**src/rtl/layerio_instruc_issuer_if.sv**
```systemverilog
// Bundle of signals between the layerio instruction issuer and its environment:
// the descriptor handshake, the instruction FIFO write port, the credit return
// and the status outputs. The master side is the issuer; the slave side is the
// environment that offers descriptors, owns the FIFO and returns credits.
interface layerio_instruc_issuer_if #(
    parameter int DIGIT_WIDTH  = 16,
    parameter int TOTAL_DIGITS = 8,
    parameter int MAX_INFLIGHT = 2
);
    localparam int INF_W = $clog2(MAX_INFLIGHT + 1);

    logic                                  desc_valid;
    logic                                  desc_ready;
    logic [TOTAL_DIGITS*DIGIT_WIDTH-1:0]   desc_sizes;
    logic [TOTAL_DIGITS*DIGIT_WIDTH-1:0]   desc_strides;
    logic [DIGIT_WIDTH-1:0]                desc_offset;
    logic                                  instruc_wrreq;
    logic [DIGIT_WIDTH-1:0]                instruc_d;
    logic                                  instruc_full;
    logic                                  wrote_layerio_layer;
    logic                                  issued_layer;
    logic [INF_W-1:0]                      inflight;
    logic                                  underflow_err;
    logic                                  desc_err;

    modport master (
        input  desc_valid, desc_sizes, desc_strides, desc_offset,
               instruc_full, wrote_layerio_layer,
        output desc_ready, instruc_wrreq, instruc_d, issued_layer,
               inflight, underflow_err, desc_err
    );

    modport slave (
        output desc_valid, desc_sizes, desc_strides, desc_offset,
               instruc_full, wrote_layerio_layer,
        input  desc_ready, instruc_wrreq, instruc_d, issued_layer,
               inflight, underflow_err, desc_err
    );
endinterface

```
**src/rtl/layerio_instruc_issuer.sv**
```systemverilog
// Producer end of the layerio tiler instruction FIFO. One layer descriptor is
// accepted per handshake and written into the FIFO one field per write:
// sizes[0..], strides[0..], then offset. The number of layers queued ahead of
// the writer is bounded by MAX_INFLIGHT using credits from wrote_layerio_layer.
// Optional feature: define LAYERIO_INSTRUC_VALIDATE_EN to drop descriptors that
// carry a zero size digit (desc_err pulses instead of sending the layer).
module layerio_instruc_issuer #(
    parameter int DIGIT_WIDTH  = 16,
    parameter int TOTAL_DIGITS = 8,
    parameter int MAX_INFLIGHT = 2
) (
    input  logic                     clk,
    input  logic                     reset,
    layerio_instruc_issuer_if.master bus
);
    localparam int TOTAL_PARAMS = 2 * TOTAL_DIGITS + 1;
    localparam int IDX_W        = $clog2(TOTAL_PARAMS);
    localparam int INF_W        = $clog2(MAX_INFLIGHT + 1);
    localparam logic [IDX_W-1:0] LAST_IDX = IDX_W'(TOTAL_PARAMS - 1);
    localparam logic [INF_W-1:0] MAX_INF  = INF_W'(MAX_INFLIGHT);

    typedef enum logic [0:0] {
        IDLE = 1'b0,
        SEND = 1'b1
    } state_t;

    state_t                 state_q, state_d;
    logic [IDX_W-1:0]       idx_q, idx_d;
    logic [DIGIT_WIDTH-1:0] fields_q [TOTAL_PARAMS];
    logic [INF_W-1:0]       inflight_q, inflight_d;
    logic                   underflow_q, underflow_d;
    logic                   desc_err_q, desc_err_d;

    logic                   desc_ready_s;
    logic                   accept_s;
    logic                   write_s;
    logic                   issue_s;
    logic                   zero_size_s;
    logic [DIGIT_WIDTH-1:0] instruc_d_s;

`ifdef LAYERIO_INSTRUC_VALIDATE_EN
    // Flag an offered descriptor whose size digits include a zero.
    always_comb begin
        zero_size_s = 1'b0;
        for (int i = 0; i < TOTAL_DIGITS; i++) begin
            if (bus.desc_sizes[i*DIGIT_WIDTH +: DIGIT_WIDTH] == '0) begin
                zero_size_s = 1'b1;
            end else begin
                zero_size_s = zero_size_s;
            end
        end
    end
`else
    assign zero_size_s = 1'b0;
`endif

    // FSM next state, field index and FIFO write strobe/data.
    always_comb begin
        state_d      = state_q;
        idx_d        = idx_q;
        desc_ready_s = 1'b0;
        accept_s     = 1'b0;
        write_s      = 1'b0;
        issue_s      = 1'b0;
        instruc_d_s  = '0;
        case (state_q)
            IDLE: begin
                // Held low while reset is asserted so nothing is offered then.
                desc_ready_s = !reset && (inflight_q < MAX_INF);
                accept_s     = desc_ready_s && bus.desc_valid;
                if (accept_s && !zero_size_s) begin
                    state_d = SEND;
                    idx_d   = '0;
                end else begin
                    state_d = IDLE;
                end
            end
            SEND: begin
                write_s     = !bus.instruc_full;
                instruc_d_s = fields_q[idx_q];
                if (write_s) begin
                    if (idx_q == LAST_IDX) begin
                        issue_s = 1'b1;
                        idx_d   = '0;
                        state_d = IDLE;
                    end else begin
                        idx_d = idx_q + IDX_W'(1);
                    end
                end else begin
                    idx_d = idx_q;
                end
            end
            default: begin
                state_d = IDLE;
                idx_d   = '0;
            end
        endcase
    end

    // Credit accounting: issue adds one, credit return removes one; a credit
    // with nothing outstanding is recorded as a sticky underflow instead.
    always_comb begin
        inflight_d  = inflight_q;
        underflow_d = underflow_q;
        desc_err_d  = accept_s && zero_size_s;
        case ({issue_s, bus.wrote_layerio_layer})
            2'b10: inflight_d = inflight_q + INF_W'(1);
            2'b01: begin
                if (inflight_q != '0) begin
                    inflight_d = inflight_q - INF_W'(1);
                end else begin
                    underflow_d = 1'b1;
                end
            end
            default: inflight_d = inflight_q;
        endcase
    end

    // State, index and status registers.
    always_ff @(posedge clk or posedge reset) begin
        if (reset) begin
            state_q     <= IDLE;
            idx_q       <= '0;
            inflight_q  <= '0;
            underflow_q <= 1'b0;
            desc_err_q  <= 1'b0;
        end else begin
            state_q     <= state_d;
            idx_q       <= idx_d;
            inflight_q  <= inflight_d;
            underflow_q <= underflow_d;
            desc_err_q  <= desc_err_d;
        end
    end

    // Capture the descriptor on accept; the inputs are not looked at again
    // until the next accept.
    always_ff @(posedge clk or posedge reset) begin
        if (reset) begin
            for (int i = 0; i < TOTAL_PARAMS; i++) begin
                fields_q[i] <= '0;
            end
        end else if (accept_s) begin
            for (int i = 0; i < TOTAL_DIGITS; i++) begin
                fields_q[i]                <= bus.desc_sizes[i*DIGIT_WIDTH +: DIGIT_WIDTH];
                fields_q[TOTAL_DIGITS + i] <= bus.desc_strides[i*DIGIT_WIDTH +: DIGIT_WIDTH];
            end
            fields_q[2*TOTAL_DIGITS] <= bus.desc_offset;
        end
    end

    assign bus.desc_ready    = desc_ready_s;
    assign bus.instruc_wrreq = write_s;
    assign bus.instruc_d     = instruc_d_s;
    assign bus.issued_layer  = issue_s;
    assign bus.inflight      = inflight_q;
    assign bus.underflow_err = underflow_q;
    assign bus.desc_err      = desc_err_q;
endmodule
```
**src/flat_wrapper.sv**
```systemverilog
// flat-port wrapper written by rule: the top's interface ports become plain ports
module layerio_instruc_issuer_flat 
#(
    parameter int DIGIT_WIDTH  = 16,
    parameter int TOTAL_DIGITS = 8,
    parameter int MAX_INFLIGHT = 2
)
  (clk, reset, bus_desc_valid, bus_desc_sizes, bus_desc_strides, bus_desc_offset, bus_instruc_full, bus_wrote_layerio_layer, bus_desc_ready, bus_instruc_wrreq, bus_instruc_d, bus_issued_layer, bus_inflight, bus_underflow_err, bus_desc_err);
  layerio_instruc_issuer_if #(.DIGIT_WIDTH(DIGIT_WIDTH), .TOTAL_DIGITS(TOTAL_DIGITS), .MAX_INFLIGHT(MAX_INFLIGHT)) bus_i ();
  input  logic clk;
  input  logic reset;
  input wire logic [$bits(bus_i.desc_valid)-1:0] bus_desc_valid;
  input wire logic [$bits(bus_i.desc_sizes)-1:0] bus_desc_sizes;
  input wire logic [$bits(bus_i.desc_strides)-1:0] bus_desc_strides;
  input wire logic [$bits(bus_i.desc_offset)-1:0] bus_desc_offset;
  input wire logic [$bits(bus_i.instruc_full)-1:0] bus_instruc_full;
  input wire logic [$bits(bus_i.wrote_layerio_layer)-1:0] bus_wrote_layerio_layer;
  output wire logic [$bits(bus_i.desc_ready)-1:0] bus_desc_ready;
  output wire logic [$bits(bus_i.instruc_wrreq)-1:0] bus_instruc_wrreq;
  output wire logic [$bits(bus_i.instruc_d)-1:0] bus_instruc_d;
  output wire logic [$bits(bus_i.issued_layer)-1:0] bus_issued_layer;
  output wire logic [$bits(bus_i.inflight)-1:0] bus_inflight;
  output wire logic [$bits(bus_i.underflow_err)-1:0] bus_underflow_err;
  output wire logic [$bits(bus_i.desc_err)-1:0] bus_desc_err;
  assign bus_i.desc_valid = bus_desc_valid;
  assign bus_i.desc_sizes = bus_desc_sizes;
  assign bus_i.desc_strides = bus_desc_strides;
  assign bus_i.desc_offset = bus_desc_offset;
  assign bus_i.instruc_full = bus_instruc_full;
  assign bus_i.wrote_layerio_layer = bus_wrote_layerio_layer;
  assign bus_desc_ready = bus_i.desc_ready;
  assign bus_instruc_wrreq = bus_i.instruc_wrreq;
  assign bus_instruc_d = bus_i.instruc_d;
  assign bus_issued_layer = bus_i.issued_layer;
  assign bus_inflight = bus_i.inflight;
  assign bus_underflow_err = bus_i.underflow_err;
  assign bus_desc_err = bus_i.desc_err;
  layerio_instruc_issuer #(.DIGIT_WIDTH(DIGIT_WIDTH), .TOTAL_DIGITS(TOTAL_DIGITS), .MAX_INFLIGHT(MAX_INFLIGHT)) u_core (.clk(clk), .reset(reset), .bus(bus_i));
endmodule
```
**config.mk**
```make
export PLATFORM = sky130hd
export DESIGN_NAME = layerio_instruc_issuer_flat
export DESIGN_NICKNAME = d
export VERILOG_FILES = /design/src/rtl/layerio_instruc_issuer_if.sv /design/src/rtl/layerio_instruc_issuer.sv /design/src/flat_wrapper.sv
export SDC_FILE = /design/constraint.sdc
export NUM_CORES = 1
export LEC_CHECK = 0
export ABC_AREA = 1
export BUFFER_PORTS_ARGS = -buffer_cell sky130_fd_sc_hd__buf_2
export CORE_MARGIN = 5
export CORE_UTILIZATION = 50
export DETAILED_ROUTE_END_ITERATION = 6
export PLACE_DENSITY = 0.8
export SLEW_MARGIN = 20
export SYNTH_ARGS = -nofsm -noshare
export SYNTH_HDL_FRONTEND = slang
export SYNTH_SLANG_ARGS = --single-unit
```
**constraint.sdc**
```tcl
create_clock -name clk -period 7.9 [get_ports clk]
set_clock_uncertainty 0.1 [all_clocks]
set_input_delay 0.79 -clock clk [delete_from_list [all_inputs] [get_ports clk]]
set_output_delay 0.79 -clock clk [all_outputs]
set_load 0.05 [all_outputs]
```
# Word level (Yosys, flattened, before mapping)
# Cells that the tools add are included.
dict set report classes {
  shift 0
  div_mod_pow 0
  mux 20
  bitwise 3
  magnitude_cmp 2
  add_sub_neg 3
  multipliers 0
  n_reduce_logical 9
  n_eq_ne 6
}
# cell n
set ops {}
lappend ops {{binary-select mux 16 bit (select 5 bit)} 1}
lappend ops {{2-to-1 mux 16 bit} 3}
lappend ops {{2-to-1 mux 5 bit} 3}
lappend ops {{case mux 5 bit (2 select lines)} 1}
lappend ops {{2-to-1 mux 1 bit} 9}
lappend ops {{>= comparator 6 bit (second input constant)} 1}
lappend ops {{inverter 5 -> 6 bit} 1}
lappend ops {{AND reduction 2 bit} 3}
lappend ops {{adder 5 x 1 -> 5 bit (second input constant)} 1}
lappend ops {{== test 5 bit (second input constant)} 1}
lappend ops {{inequality test 2 x 1 -> 1 bit (second input constant)} 2}
lappend ops {{case mux 2 bit (2 select lines)} 1}
lappend ops {{nonzero test 2 bit} 2}
lappend ops {{adder 2 x 1 -> 2 bit (second input constant)} 1}
lappend ops {{== test 2 x 1 -> 1 bit (second input constant)} 1}
lappend ops {{== test 2 bit (second input constant)} 1}
lappend ops {{logical AND 1 bit} 2}
lappend ops {{zero test 1 bit} 2}
lappend ops {{< comparator 2 bit (second input constant)} 1}
lappend ops {{2-to-1 mux 2 bit} 1}
lappend ops {{inequality test 2 bit (second input constant)} 1}
lappend ops {{inverter 1 bit} 2}
lappend ops {{case mux 1 bit (2 select lines)} 1}
lappend ops {{subtractor 2 x 1 -> 2 bit (second input constant)} 1}
dict set report word_totals {
  register_bits 281
  elab_cells 64
  out_inout_bits 23
  n_memories 0
  latch_bits 0
  input_bits 277
  rom_bits 0
  ramBits 0
}

# Depth between registers and ports, before layout
dict set report logic_depth {
  depth_word 7
  mapped_depth 12
  ltp_nobuf 10
}

# Worst setup path before layout
# Ideal clock, no wire load.
dict set report synth_timing {
  path_kind {input port to output port}
  from {input bus_instruc_full}
  to {output bus_issued_layer}
  arrival_time_ns 2.077
  n_path_buf 0
  cell_stages 3
  path_slack_ns 4.933
  t_required_ns 7.010
  path_cell_list {nor2_1 nand2_1 inv_1}
}
dict set report synth_via {
  elab_chain_cells 2
}
# item line_no
set synth_lines {}
lappend synth_lines {{start: declaration} flat_wrapper.sv:16} ;# input wire logic [$bits(bus_i.instruc_full)-1:0] bus_instruc_full;
lappend synth_lines {{2-to-1 mux 1 bit} layerio_instruc_issuer.sv:81} ;# if (write_s) begin
lappend synth_lines {{2-to-1 mux 1 bit} layerio_instruc_issuer.sv:66} ;# case (state_q)
lappend synth_lines {{end: declaration} flat_wrapper.sv:21} ;# output wire logic [$bits(bus_i.issued_layer)-1:0] bus_issued_layer;
# No other way between the ends.

# Worst setup path in the final report
dict set report layout_timing {
  from {register u_core.idx_q[0]}
  to {output bus_instruc_d[10]}
}
dict set report layout_via {
  elab_chain_cells 5
}
# item line_no
set layout_lines {}
lappend layout_lines {{start: declaration} layerio_instruc_issuer.sv:28} ;# logic [IDX_W-1:0] idx_q, idx_d;
lappend layout_lines {{start signal: assignment} layerio_instruc_issuer.sv:129} ;# idx_q <= idx_d;
lappend layout_lines {{inverter 5 -> 6 bit (implied by the code)} layerio_instruc_issuer.sv:80} ;# instruc_d_s = fields_q[idx_q];
lappend layout_lines {{binary-select mux 16 bit (select 5 bit)} layerio_instruc_issuer.sv:80}
lappend layout_lines {{2-to-1 mux 16 bit (implied by the code) (2 in series)} layerio_instruc_issuer.sv:80}
lappend layout_lines {{2-to-1 mux 16 bit} layerio_instruc_issuer.sv:66}
lappend layout_lines {{end: declaration} flat_wrapper.sv:20} ;# output wire logic [$bits(bus_i.instruc_d)-1:0] bus_instruc_d;
# No other way between the ends. The select of a mux whose other input is x is not followed.

==> reports/metrics.cfg <==
[sta]
fmax_ghz = 0.2233
rsz0062_at_grt = false
fin_setup_tns_ns = 0
relSlewSlack_pct = 31.36
hold_viol = 0
worstMarginPinSlew_ns = 1.030
period_minus_slack_ns = 4.478
fin_hold_ws_ns = 0.3565
setup_viol = 0
min_period_over_period_pct = 56.68
maxSlewViolCount = 0

[routing]
wl_mm = 41.06
drt_iter0_markers = 997
vias = 12078
dr.pass1.iters = 5
vias_per_cell = 5.140
post_drt_wl_per_cell_um = 17.47
ant_nets = 0
drc = 0

[clock_network]
postCtsSetupRepairBufs = 0
cts_buffers = 29
root_buffer = clkbuf_16
clockBufferDepth = 3
hold_buffers = 0
tritoncts = yes
cts_resized = 0
worstSkewPairLatency_ns = 0.56
htreeDepth = 1
cts.clk_slew.worst_paths_ns = 0.06
cts.sinks = 281

[grt]
grt_usage_pct = 24.41
grt_pass1_vias = 12215
grt_start_max_net_pins = 194
grt_pass1_wl_mm = 65.03
grt_overflow = 0
antenna_found_initial = 6

[yosys]
syn_area_per_cell_um2 = 8.532
seq_area_frac_synth_pct = 48.34
synth_area_leader_cell = dfrtp_1
syn_inst = 1705
synth.top_cells.by_area = dfrtp_1 48%, nand2_1 10%, a21oi_2 8.4%
yosysWarnings = 0
synth_top_area_share_pct = 48.34
yosysUniqueCellTypes = 34
ys_seq_elements = 281
syn_nets = 1984
syn_area_um2 = 14550

[power_and_ir_drop]
powerDensity_nw_per_um2 = 407.7
comb_power_share_pct = 44.7
p_total_mw = 6.879
switching_share_pct = 42.44
p_seq_share_pct = 35.8
ir_worst_vdd_mv = 0.2479
leakagePower_nw = 9.193
internal_power_mw = 3.959
pwr-share-clk_pct = 19.5
p_sw_mw = 2.920

[floorplanning]
die_height_um = 180.6
die_w_um = 180.6
dieArea_um2 = 32600
ios = 300
fp-row-count = 62
core_area_um2 = 28700
start_util_pct = 50.68

[finish]
num-nets-final = 2219
drive_gt1_share_pct = 29.50
nFillCells = 2486
regArea_um2 = 7037
synthToLayoutAreaGrowth_pct = 15.98
multi_input_area_um2 = 5943

[worst_hold_path]
hold_class = in -> reg

[outcome]
status = finished clean

[critical_path]
worstSetupEndpointType = output pin
critPathKind = reg -> out
worst-path-max-fanout = 62
crit_required_ns = 7.01
cp-start-kind = flop
worstPathArrival_ns = 3.59

[placement]
dp_hpwl_mm = 29.33
gp_congestion = 0.8825
port-buffer-count = 298

[job]
drv_cap = 0

synthesized netlist by cell type:
| cell type | number |
|---|---|
| a31o_2 | 1 |
| clkinv_1 | 1 |
| nor3_4 | 1 |
| nand2_4 | 2 |
| nand2_1 | 386 |
| inv_2 | 3 |
| nand3_1 | 148 |
| nand2_2 | 1 |
| and3_1 | 1 |
| nor3_2 | 1 |
| dfrtp_1 | 281 |
| mux2_2 | 10 |
| o211ai_1 | 3 |
| xor2_1 | 1 |
| buf_2 | 41 |
| buf_4 | 8 |
| conb_1 | 1 |
| mux2_4 | 56 |
| buf_6 | 33 |
| nor3_1 | 1 |
| a21oi_2 | 139 |
| ha_1 | 2 |
| o31ai_1 | 1 |
| inv_6 | 2 |
| clkbuf_1 | 19 |
| a22oi_1 | 1 |
| inv_1 | 218 |
| nor2_1 | 220 |
| nor2_2 | 2 |
| a21oi_1 | 100 |
| o21ai_0 | 15 |
| clkinv_2 | 1 |
| nor2_4 | 1 |
| buf_1 | 4 |
kinds of logic after synthesis:
logic type,after synthesis,share of synthesized area [%]
flops,281,48.34
simple gates,764,21.35
buf+inv,330,10.85
other cells,1,0.02578
fa+ha+maj,2,0.1720
mux,66,6.554
compound gates,260,12.64
xor+xnor,1,0.06022
layout make-up:
class                      count  area share (%)
inverter                     225           5.117
sequential                   281           41.71
timing repair buffer         309           9.552
antenna                        3         0.04450
multi-input combinational   1094           35.23
clock inverter                11          0.5340
tap                          384           2.848
clock buffer                  43           4.969
cell usage in the layout, fill, tap and decap left out, drive strengths merged, types with 2 or more instances in the layout:
cell      n
nand2   389
o21ai    15
mux2     66
ha        2
o211ai    3
buf     309
diode     3
nor2    223
clkinv   11
inv     223
a21oi   239
clkbuf   43
nand3   148
dfrtp   281
nor3      3
per-layer routing:
layer  up-vias  wire length, µm  track usage (%)  part of all wire [%]
li1       5790                -                -                     -
met1      5746            17180            32.53                    42
met2       450            19490            40.31                    47
met3        86             2953            5.026                   7.2
met4         6             1395            7.804                   3.4
met5         -               39                0                 0.095
power groups by stage:
stage	Sequential, mW	Clock [mW]	Combinational (mW)
floorplan	2.34	0	2.39
global placement	2.45	0	3.00
detailed placement	2.48	0	3.07
CTS	2.46	1.36	3.09
global route	2.53	1.43	3.40
finish	2.46	1.34	3.07
path summary, 6_finish.rpt:
kind | from | end | slack (ns) | depth (start not counted)
max | u_core.idx_q[0]$_DFFE_PP0P_ | bus_instruc_d[10] | 3.42 | 10
min | bus_desc_sizes[20] | u_core.fields_q[244]$_DFFE_PP0P_ | 0.36 | 2
max reg2reg | u_core.idx_q[0]$_DFFE_PP0P_ | u_core.bus.inflight[1]$_DFFE_PP0P_ | 4.71 | 10
min reg2reg | u_core.bus.underflow_err$_DFFE_PP0P_ | u_core.bus.underflow_err$_DFFE_PP0P_ | 0.38 | 1
max in group asynchronous | reset | u_core.fields_q[223]$_DFFE_PP0P_ | 5.94 | 4
min in group asynchronous | reset | u_core.bus.inflight[1]$_DFFE_PP0P_ | 0.37 | 3
worst max-delay path, cell delays in order (launching register included):
cell	delay (ns)
dfrtp_4	0.71
inv_4	0.56
buf_4	0.63
nand2_1	0.13
nand3_1	0.13
nand3_1	0.12
nand3_1	0.15
nand2_1	0.14
nand2_1	0.08
a21oi_1	0.11
buf_2	0.23
metrics by stage:
step	cells	util [%]	setup slack, ns	cell area [µm²]
after global routing	2350	58.78	3.164	16870
after floorplan	1705	-	3.289	14550
after global placement	2293	55.51	4.031	15930
after detailed placement	2293	55.51	3.967	15930
final	2350	58.78	3.422	16870
after CTS	2347	58.75	3.356	16860
state kept, by name (all words and copies together) (netlist names):
name,count
u_core.fields_q,272
u_core.idx_q,5
u_core.bus.inflight,2
u_core.bus.underflow_err,1
u_core.state_q,1
Power figures use the tool's default switching activity.
